==> src/rtl/fc_pkg.sv <==
`default_nettype none
// ============================================================================
//  Module  : fc_pkg
//  Purpose : Shared definitions for the fully-connected argmax block:
//            default word geometry, the fixed-point word type and the
//            controller state encoding.
//  Rev     : 1.0  initial release
// ============================================================================
package fc_pkg;

    localparam int FC_WORD_SIZE   = 16;   // bits per fixed-point word
    localparam int FC_INT_SLICE   = 8;    // integer bits per word (Q8.8)
    localparam int FC_NUM_CLASSES = 10;   // default classifier width

    // Signed fixed-point word at the default geometry
    typedef logic signed [FC_WORD_SIZE-1:0] fx_word_t;

    // Controller states, explicitly encoded
    typedef enum logic [1:0] {
        IDLE = 2'd0,
        SCAN = 2'd1,
        DONE = 2'd2
    } fc_state_e;

endpackage : fc_pkg
`default_nettype wire

==> src/rtl/fc_argmax.sv <==
`default_nettype none
// ============================================================================
//  Module  : fc_argmax
//  Purpose : Captures a vector of signed fixed-point scores and returns the
//            index and value of the largest element, scanning one element
//            per cycle. Ties resolve to the lowest index.
//  Ports   : clk, rst          - clock, synchronous active-high reset
//            in_valid/in_ready - input vector handshake, in_vec payload
//            out_valid/out_ready - result handshake
//            out_class/out_max - result index / value (qualified by out_valid)
//            busy              - high while scanning or holding a result
//  Rev     : 1.0  initial release
// ============================================================================
module fc_argmax
    import fc_pkg::*;
#(
    parameter int WORD_SIZE   = FC_WORD_SIZE,
    parameter int INT_SLICE   = FC_INT_SLICE,
    parameter int NUM_CLASSES = FC_NUM_CLASSES
) (
    input  logic                           clk,
    input  logic                           rst,
    input  logic                           in_valid,
    output logic                           in_ready,
    input  logic [WORD_SIZE-1:0]           in_vec [NUM_CLASSES-1:0],
    output logic                           out_valid,
    input  logic                           out_ready,
    output logic [$clog2(NUM_CLASSES)-1:0] out_class,
    output logic [WORD_SIZE-1:0]           out_max,
    output logic                           busy
);

    localparam int CW = $clog2(NUM_CLASSES);
    localparam logic [CW-1:0] c_last = CW'(NUM_CLASSES - 1);

    // Reject geometries the block cannot represent
    if (NUM_CLASSES < 2 || INT_SLICE < 1 || INT_SLICE > WORD_SIZE) begin : g_param_check
        $error("fc_argmax: illegal parameter set");
    end

    fc_state_e             r_state;
    logic [WORD_SIZE-1:0]  r_buf [NUM_CLASSES-1:0];
    logic [WORD_SIZE-1:0]  r_run_max;
    logic [CW-1:0]         r_run_idx;
    logic [CW-1:0]         r_cnt;
    logic [CW-1:0]         r_out_class;
    logic [WORD_SIZE-1:0]  r_out_max;

    logic [WORD_SIZE-1:0]  w_cand;
    logic                  w_gt;
    logic [WORD_SIZE-1:0]  w_next_max;
    logic [CW-1:0]         w_next_idx;

    // Strictly-greater signed compare keeps the earlier index on ties
    always_comb begin
        w_cand     = r_buf[r_cnt];
        w_gt       = $signed(w_cand) > $signed(r_run_max);
        w_next_max = w_gt ? w_cand : r_run_max;
        w_next_idx = w_gt ? r_cnt  : r_run_idx;
    end

    // Vector buffer: only loaded on an accepted input, so later changes on
    // in_vec are invisible to the scan in progress
    always_ff @(posedge clk) begin
        if (r_state == IDLE && in_valid) begin
            r_buf <= in_vec;
        end
    end

    always_ff @(posedge clk) begin
        if (rst) begin
            r_state     <= IDLE;
            r_run_max   <= '0;
            r_run_idx   <= '0;
            r_cnt       <= '0;
            r_out_class <= '0;
            r_out_max   <= '0;
        end else begin
            case (r_state)
                IDLE: begin
                    if (in_valid) begin
                        r_run_max <= in_vec[0];
                        r_run_idx <= '0;
                        r_cnt     <= CW'(1);
                        r_state   <= SCAN;
                    end
                end
                SCAN: begin
                    r_run_max <= w_next_max;
                    r_run_idx <= w_next_idx;
                    if (r_cnt == c_last) begin
                        // Final compare lands directly in the result registers
                        r_out_max   <= w_next_max;
                        r_out_class <= w_next_idx;
                        r_cnt       <= '0;
                        r_state     <= DONE;
                    end else begin
                        r_cnt <= r_cnt + CW'(1);
                    end
                end
                DONE: begin
                    if (out_ready) begin
                        r_state <= IDLE;
                    end
                end
                default: r_state <= IDLE;
            endcase
        end
    end

    assign in_ready  = (r_state == IDLE);
    assign out_valid = (r_state == DONE);
    assign busy      = (r_state != IDLE);
    assign out_class = r_out_class;
    assign out_max   = r_out_max;

endmodule : fc_argmax
`default_nettype wire

==> config.mk <==
export PLATFORM = sky130hd
export DESIGN_NAME = fc_argmax
export DESIGN_NICKNAME = d
export VERILOG_FILES = /design/src/rtl/fc_pkg.sv /design/src/rtl/fc_argmax.sv
export SDC_FILE = /design/constraint.sdc
export NUM_CORES = 1
export LEC_CHECK = 0
export CAP_MARGIN = 20
export CORE_ASPECT_RATIO = 1.1
export CORE_MARGIN = 4
export CORE_UTILIZATION = 45
export DETAILED_ROUTE_END_ITERATION = 8
export PLACE_DENSITY = 0.7
export SLEW_MARGIN = 25
export SYNTH_ARGS = -nofsm -noshare
export SYNTH_HDL_FRONTEND = slang
export SYNTH_SLANG_ARGS = --single-unit
==> constraint.sdc <==
create_clock -name clk -period 9.71 [get_ports clk]
set_clock_uncertainty 0.1 [all_clocks]
set_input_delay 0.971 -clock clk [delete_from_list [all_inputs] [get_ports clk]]
set_output_delay 0.971 -clock clk [all_outputs]
set_load 0.02 [all_outputs]
* Word-level counts from Yosys, hierarchy flattened
Index checks and enable logic that the tools add are counted.
Cells by class: reduce and logical (&&, ||, !) cells 7, add/sub/neg operators 1, muxes and demuxes 15, order comparisons 2, equality and inequality tests 6
Operators by type and width (number):
- $bmux 16 s4 | 1
- $mux 16 | 3
- $pmux 16 s2 | 1
- $gt 16x16->1 | 1
- $mux 4 | 4
- $pmux 4 s2 | 2
- $mux 2 | 3
- $pmux 2 s3 | 1
- $lt 4x5->1 const B | 1
- $add 4x1->4 const B | 1
- $eq 4x4->1 const B | 1
- $ne 2x2->1 const B | 2
- $reduce_and 2->1 | 2
- $reduce_bool 2->1 | 2
- $reduce_and 3->1 | 1
- $eq 2x1->1 const B | 1
- $eq 2x2->1 const B | 1
- $logic_not 2->1 | 1
- $ne 2x1->1 const B | 1
- $logic_and 1x1->1 | 1
Storage, ports and cells: output and inout port bits 23, register bits 206, input bits 164, word-level logic and storage cells 47

* Depth between registers and ports, before layout
Gate-level depths: netlist (run 1).
word-level depth 5, depth in mapped cells 16, depth with buffers taken out 11

* Worst setup path before layout (run 1)
Ideal clock, no wire load.
kind input-to-reg, start point input port in_valid, end point register r_run_max[0], path slack 2814 ps, stages on the path 5, required time 9495 ps, arrival 6681 ps, path buffers 1, setup time 115 ps, cells stage by stage nand2_1 clkinv_1 clkbuf_1 a211oi_1 a2111oi_2
Between the ends: cells in the longest elaborated chain, start to end 2
Ends and longest elaborated chain:
- start: declaration | RTL line fc_argmax.sv:23 | input logic in_valid,
- $ne 2x2->1 (no source line)
- $reduce_and 2->1 (no source line)
- end signal: assignment | RTL line fc_argmax.sv:82 | r_run_max <= in_vec[0];
- end signal: assignment | RTL line fc_argmax.sv:89 | r_run_max <= w_next_max;
- end: declaration | RTL line fc_argmax.sv:43 | logic [WORD_SIZE-1:0] r_run_max;
Every way passes these cells. A chain may end at the register's enable or synchronous reset.

* Final worst setup path (run 1)
start point register r_cnt[0], end point register r_run_max[1]
Between the ends: cells in the longest elaborated chain, start to end 5
Ends and longest elaborated chain:
- start: declaration | RTL line fc_argmax.sv:45 | logic [CW-1:0] r_cnt;
- start signal: assignment | RTL line fc_argmax.sv:98 | r_cnt <= r_cnt + CW'(1);
- $bmux 16 s4 * | RTL line fc_argmax.sv:56 | w_cand = r_buf[r_cnt];
- $mux 16 (not written as such) * | RTL line fc_argmax.sv:56
- $gt 16x16->1 | RTL line fc_argmax.sv:57 | w_gt = $signed(w_cand) > $signed(r_run_max);
- $mux 16 * | RTL line fc_argmax.sv:58 | w_next_max = w_gt ? w_cand : r_run_max;
- $pmux 16 s2 * | RTL line fc_argmax.sv:79 | case (r_state)
Mark *: on every way between the ends. The rest lies on a longest branch, timed or not. The select of a mux whose other input is x is not followed.

==> run metrics, run 1 <==
outcome complete, no violations; FF/Latch Area 0.00573 mm^2; Cell Area, Placed 0.0112 mm^2; sequential share of power 0.461; Clock power frac 0.361; Int Pwr 1670 uW; Hold/Removal Path Class flop to flop; Port Buf Inserts 186; Sw Ratio 0.259; total global routing overflow 0; pwr dens 189 mW/mm^2; sequential fraction of the synthesis area 0.623; Post-Syn Area 0.00919 mm^2; Post-route DRC 0; H-tree depth 1; worst-skew pair later-pin latency 0.49 ns; Initial Util 0.461; # fillers 1506; crit path launch type flop; hold path start out_class[2]$_SDFFE_PP0P_; hold_buf cts 0; CP Cell Sequence buf_16, mux4_2, mux2i_1, o22a_1, inv_1, ha_1, a41o_1, a21oi_1, o22ai_2, or4_2, a2111oi_0, a311oi_1; RSZ-0062 raised after global routing false; Yosys cell types 61; CTS tree yes; Logic pwr share 0.177; FP Rows 54; wire per inst 20.7 um; max incr delay on CP 0.98 ns; TNS Setup 0 ns; Worst VDD drop 112 uV; Synth Warn # 0; ANT nets after route 0; gr usage total 0.192; largest net degree at the start of global routing 97; max_slew headroom 0.308; crit share post-route 0.489; reg2reg end r_run_max[1]$_SDFFE_PP0P_; CTS Buffer Depth 3; area of the multi-input gates 0.00309 mm^2; WL final 22100 um; clk sinks 206; Hold WS 0.363 ns; Setup crit end kind flop; WP data arrival 4.98 ns; chip width 144 um; Hold EP out_class[2]$_SDFFE_PP0P_; HPWL after detailed placement 15100 um; GP Congestion 0.902; vias in the first global route 6558; Avg Vias per Cell 5.67; Finished Cell Area 0.0119 mm^2; top achievable clock speed 0.211 GHz; layout cell share with drive strength beyond 1 0.134; Worst-Margin Slew 1.03 ns; DIE AREA 0.0228 mm^2; post-layout util 0.599; first-pass GRT wire length 34500 um; Fin. Hold Viols 0; Via Count 6071; Setup violations, final 0; max_cap viols 0; nets 985; WS Path Type flop to flop; r2r worst-path depth 12; hold path cells 2; Data required, critical path 9.94 ns; Core Box Area 0.0199 mm^2; Post-CTS Setup Inserts 0; post-synthesis instance total 633; CTS root buffer clkbuf_16; asr flop ratio synth 0; IO Pins 187; Yosys reg bits 206; crit-path max FO 35; Num CTS Buffers 22; # resized after CTS 0; Antenna diodes 0; DRT iter0 DRCs 528; Syn Nets 815; Vert. Die Dim 158 um; CP max stage cell or4_2; area grow syn2layout 29.8%; final critical path time including I/O delays and setup 4.75 ns; First-pass DRT Iterations 6; Pleak 0.00399 uW; Slew Viols, Final 0; syn_area_per_cell 14.5 um^2; Clock transition at path regs 0.06 ns; Reg2Reg Setup Slack 4.96 ns; Post-synth top flop edfxtp_1; Final Total Pwr 2260 uW; Post-synth EDFFs 160; r2r startpoint r_cnt[0]$_SDFFE_PP0P_; initial antenna violation count 0; NetSw 584 uW
[through the flow]
stage | worst slack, ns | std cells
CTS | 4.78 | 1069
detailed placement | 4.79 | 1030
global placement | 4.72 | 1030
floorplan | 2.81 | 633
finish | 4.96 | 1070
global route | 4.56 | 1070
[cell families after synthesis]
| logic type | after synthesis | synth area share |
|---|---|---|
| AND/OR/NAND/NOR | 127 | 0.0686 |
| AO/OA/AOI/OAI | 130 | 0.125 |
| buffers and inverters | 84 | 0.0421 |
| flip-flops | 206 | 0.623 |
| multiplexers | 68 | 0.118 |
| adder cells (fa/ha/maj) | 18 | 0.0245 |
[power by group through the flow]
stage                     logic (uW)  clock network (uW)  registers (uW)
after global routing             434                 869            1050
after detailed placement         384                   0            1070
after CTS                        385                 834            1050
after global placement           374                   0            1060
final                            400                 815            1040
after floorplan                  278                   0            1060
[worst max-delay path by stage]
stage / start / endpoint / slack (ns) / depth (start not counted)
after CTS: r_cnt[0]$_SDFFE_PP0P_ / r_run_idx[1]$_SDFFE_PP0P_ / 4.78 / 11
after global routing: r_cnt[0]$_SDFFE_PP0P_ / out_class[0]$_SDFFE_PP0P_ / 4.56 / 12
after floorplan: in_valid / r_run_max[0]$_SDFFE_PP0P_ / 2.81 / 5
after detailed placement: r_cnt[0]$_SDFFE_PP0P_ / r_run_idx[1]$_SDFFE_PP0P_ / 4.79 / 11
final: r_cnt[0]$_SDFFE_PP0P_ / r_run_max[1]$_SDFFE_PP0P_ / 4.96 / 12
after global placement: r_cnt[0]$_SDFFE_PP0P_ / out_max[4]$_SDFFE_PP0P_ / 4.72 / 11
[per-layer routing]
metal | global-route usage | part of all wire
met3 | 0.0314 | 0.054
met4 | 0.0684 | 0.028
met1 | 0.266 | 0.43
met5 | 0 | 0
met2 | 0.308 | 0.49
[state kept, by name (all words and copies together), names as in the netlist]
signal and count:
out_class 4, out_max 16, r_buf 160, r_cnt 4, r_run_idx 4, r_run_max 16, r_state 2
[cells in the mapped netlist, types with 9 or more instances]
library cell | instances | share of area
a21oi_1 | 18 | 0.0098
clkbuf_1 | 30 | 0.012
dfxtp_1 | 46 | 0.10
edfxtp_1 | 160 | 0.52
ha_1 | 18 | 0.024
inv_1 | 33 | 0.013
mux2i_1 | 36 | 0.039
mux4_2 | 32 | 0.078
nand2_1 | 16 | 0.0065
nor2_1 | 57 | 0.023
nor3_1 | 11 | 0.0060
o2111ai_1 | 16 | 0.015
o211ai_1 | 12 | 0.0098
o22a_1 | 17 | 0.016
o311a_1 | 15 | 0.016
o311ai_1 | 9 | 0.0086
or3_1 | 11 | 0.0075
[final cells by class]
cell class / instances / share of cell area
Inverter: 34 / 0.0111
Sequential cell: 206 / 0.480
Multi-Input combinational cell: 343 / 0.259
Timing Repair Buffer: 196 / 0.164
Clock buffer: 25 / 0.0489
Clock inverter: 14 / 0.0105
Tap cell: 252 / 0.0264
[cells in the final DEF (no fill, tap or decap), types with 16 or more instances in the layout]
cell type,count
clkdlybuf4s50_1,185
edfxtp_1,160
nor2_1,56
dfxtp_1,44
mux2i_1,36
inv_1,33
mux4_2,32
clkbuf_16,23
a21oi_1,18
ha_1,18
o22a_1,17
nand2_1,16
o2111ai_1,16
[critical path, delay by kind of cell (launching register included)]
kind / cells / cell delay, ns
buffers and inverters: 2 / 0.37
and+or+nand+nor: 1 / 0.98
muxes: 2 / 0.74
adders and majority gates: 1 / 0.31
DFF: 1 / 0.65
AOI/OAI and AO/OA: 6 / 1.39
No activity file was read; power rests on OpenSTA's default activity.
==> run 2: changes to the inputs <==
- PLACE_DENSITY: 0.7 -> 0.73
- clock period: 9.71 -> 4.2 ns (I/O delays scaled with it)
==> run metrics, run 2 (synthesized netlist as in run 1, its figures left out) <==
total global routing overflow 0 (unchanged); area grow syn2layout 31.1%; Vert. Die Dim 158 um (unchanged); sequential share of power 0.455 (-0.006); worst-skew pair later-pin latency 0.50 ns (about the same); Setup violations, final 0 (unchanged); Sw Ratio 0.261 (+0.00204); Pleak 0.00407 uW (+2.0%); max_cap viols 0 (unchanged); First-pass DRT Iterations 5 (-1); Data required, critical path 4.53 ns (-5.41 ns); Int Pwr 3900 uW (+130%); Antenna diodes 0 (unchanged); Final Total Pwr 5270 uW (+130%); Post-CTS Setup Inserts 0 (unchanged); Finished Cell Area 0.0121 mm^2 (+1.0%); Worst-Margin Slew 0.797 ns (-0.237 ns); Setup crit end kind flop; NetSw 1380 uW (+140%); Fin. Hold Viols 0 (unchanged); largest net degree at the start of global routing 71 (-27%); Post-route DRC 0 (unchanged); pwr dens 438 mW/mm^2 (+130%); max_slew headroom 0.468 (+0.159); largest reg by FF count r_buf; max FFs per register 160 (unchanged); Avg Vias per Cell 5.72 (+0.81%); DRT iter0 DRCs 467 (-12%); crit-path max FO 17 (-51%); H-tree depth 1 (unchanged); first-pass GRT wire length 35500 um (+2.9%); Clock transition at path regs 0.06 ns (about the same); chip width 144 um (unchanged); outcome complete, no violations; Via Count 6189 (+1.9%); Core Box Area 0.0199 mm^2 (unchanged); WP data arrival 4.27 ns (-0.71 ns); FP Rows 54 (unchanged); Initial Util 0.461 (unchanged); clk sinks 206 (unchanged); top achievable clock speed 0.254 GHz (+21%); Logic pwr share 0.186 (+0.009); layout cell share with drive strength beyond 1 0.151 (+0.0161); Hold/Removal Path Class input pin to flop; RSZ-0062 raised after global routing false; Worst VDD drop 331 uV (+190%); DIE AREA 0.0228 mm^2 (unchanged); CTS Buffer Depth 3 (unchanged); crit share post-route 0.938 (+0.449); crit path launch type flop; Clock power frac 0.360 (about the same); nets 999 (+1.4%); Slew Viols, Final 0 (unchanged); wire per inst 21.0 um (+1.5%); Cell Area, Placed 0.0113 mm^2 (+1.3%); CTS tree yes; HPWL after detailed placement 16400 um (+8.8%); fin worst setup slack 0.259 ns (-4.70 ns); gr usage total 0.198 (+0.00604); CTS root buffer clkbuf_16; Num CTS Buffers 22 (unchanged); WL final 22700 um (+2.6%); GP Congestion 0.872 (-3.3%); initial antenna violation count 0 (unchanged); Port Buf Inserts 186 (unchanged); ANT nets after route 0 (unchanged); commonest non-fill, non-tap cell in the layout clkdlybuf4s50_1; IO Pins 187 (unchanged); final critical path time including I/O delays and setup 3.94 ns (-0.809 ns); TNS Setup 0 ns (unchanged); commonest cells after routing, fill and taps aside clkdlybuf4s50_1 (185), edfxtp_1 (160), nor2_1 (56), dfxtp_1 (44), mux2i_1 (36); vias in the first global route 6479 (-1.2%); pre-CTS setup slack 0.181 ns (-4.61 ns); WS Path Type flop to flop
## run 2: changes by cell type in the layout (fill, tap and decap cells not counted), sizes merged
cell      previous run  this run
buf                 11        25
clkbuf              25        24
clkinv               8         9
clkinvlp             4         1
inv                 34        35
## run 2: layer usage
metal	routed length (um)	vias to the layer above	track usage
met5	0	-	0
met4	374	0	0.0444
met3	1580	32	0.0353
met2	11400	243	0.324
met1	9380	3053	0.279
li1	-	2861	-
## run 2: power by group through the flow
stage | Combinational [uW] | Clock (uW) | Sequential [uW]
floorplan | 641 | 0 | 2430
global placement | 939 | 0 | 2430
detailed placement | 964 | 0 | 2440
CTS | 969 | 1930 | 2400
global route | 1060 | 2020 | 2410
finish | 979 | 1900 | 2400
## run 2: final timing paths
| kind | to | depth (start not counted) | slack [ns] | from |
|---|---|---|---|---|
| worst max register to register | r_run_idx[3]$_SDFFE_PP0P_ | 13 | 0.26 | r_cnt[0]$_SDFFE_PP0P_ |
| worst min-delay path | r_state[1]$_SDFFE_PP0P_ | 2 | 0.35 | rst |
| worst max-delay path | r_run_idx[3]$_SDFFE_PP0P_ | 13 | 0.26 | r_cnt[0]$_SDFFE_PP0P_ |
| worst min register to register | out_class[2]$_SDFFE_PP0P_ | 2 | 0.37 | out_class[2]$_SDFFE_PP0P_ |
## run 2: final cells by class
cell class	count	area [um^2]
fillers	1475	7880
clock inverters	13	124
well taps	252	315
repair buffers	210	2080
clock buffers	24	579
flip-flops and latches	206	5730
inverters	34	133
multi-input cells	343	3100
## run 2: worst max-delay path, cell delays in order, from the launching register on
cell      delay (ns)
dfxtp_4         0.43
buf_12          0.21
mux4_2          0.51
mux2i_1         0.14
o22a_1          0.19
inv_1           0.07
ha_1            0.39
nand4_2         0.18
nor3_2          0.08
a21boi_4        0.16
or4_1           0.54
buf_4           0.23
a211oi_4        0.38
mux2i_1         0.23
## run 2: per-stage QoR
stage / hold WS [ns] / util / cells
2_1_floorplan: 0.359 / - / 633
3_3_place_gp: 0.347 / 0.569 / 1045
3_5_place_dp: 0.365 / 0.569 / 1045
4_1_cts: 0.319 / 0.604 / 1082
5_1_grt: 0.351 / 0.605 / 1082
6_report: 0.345 / 0.605 / 1082
## run 2: timing repair
item | 4_1_cts | 5_1_grt
hold buffers | 0 | 0
gates resized for setup | 0 | 5
setup endpoints to repair | 0 | 7
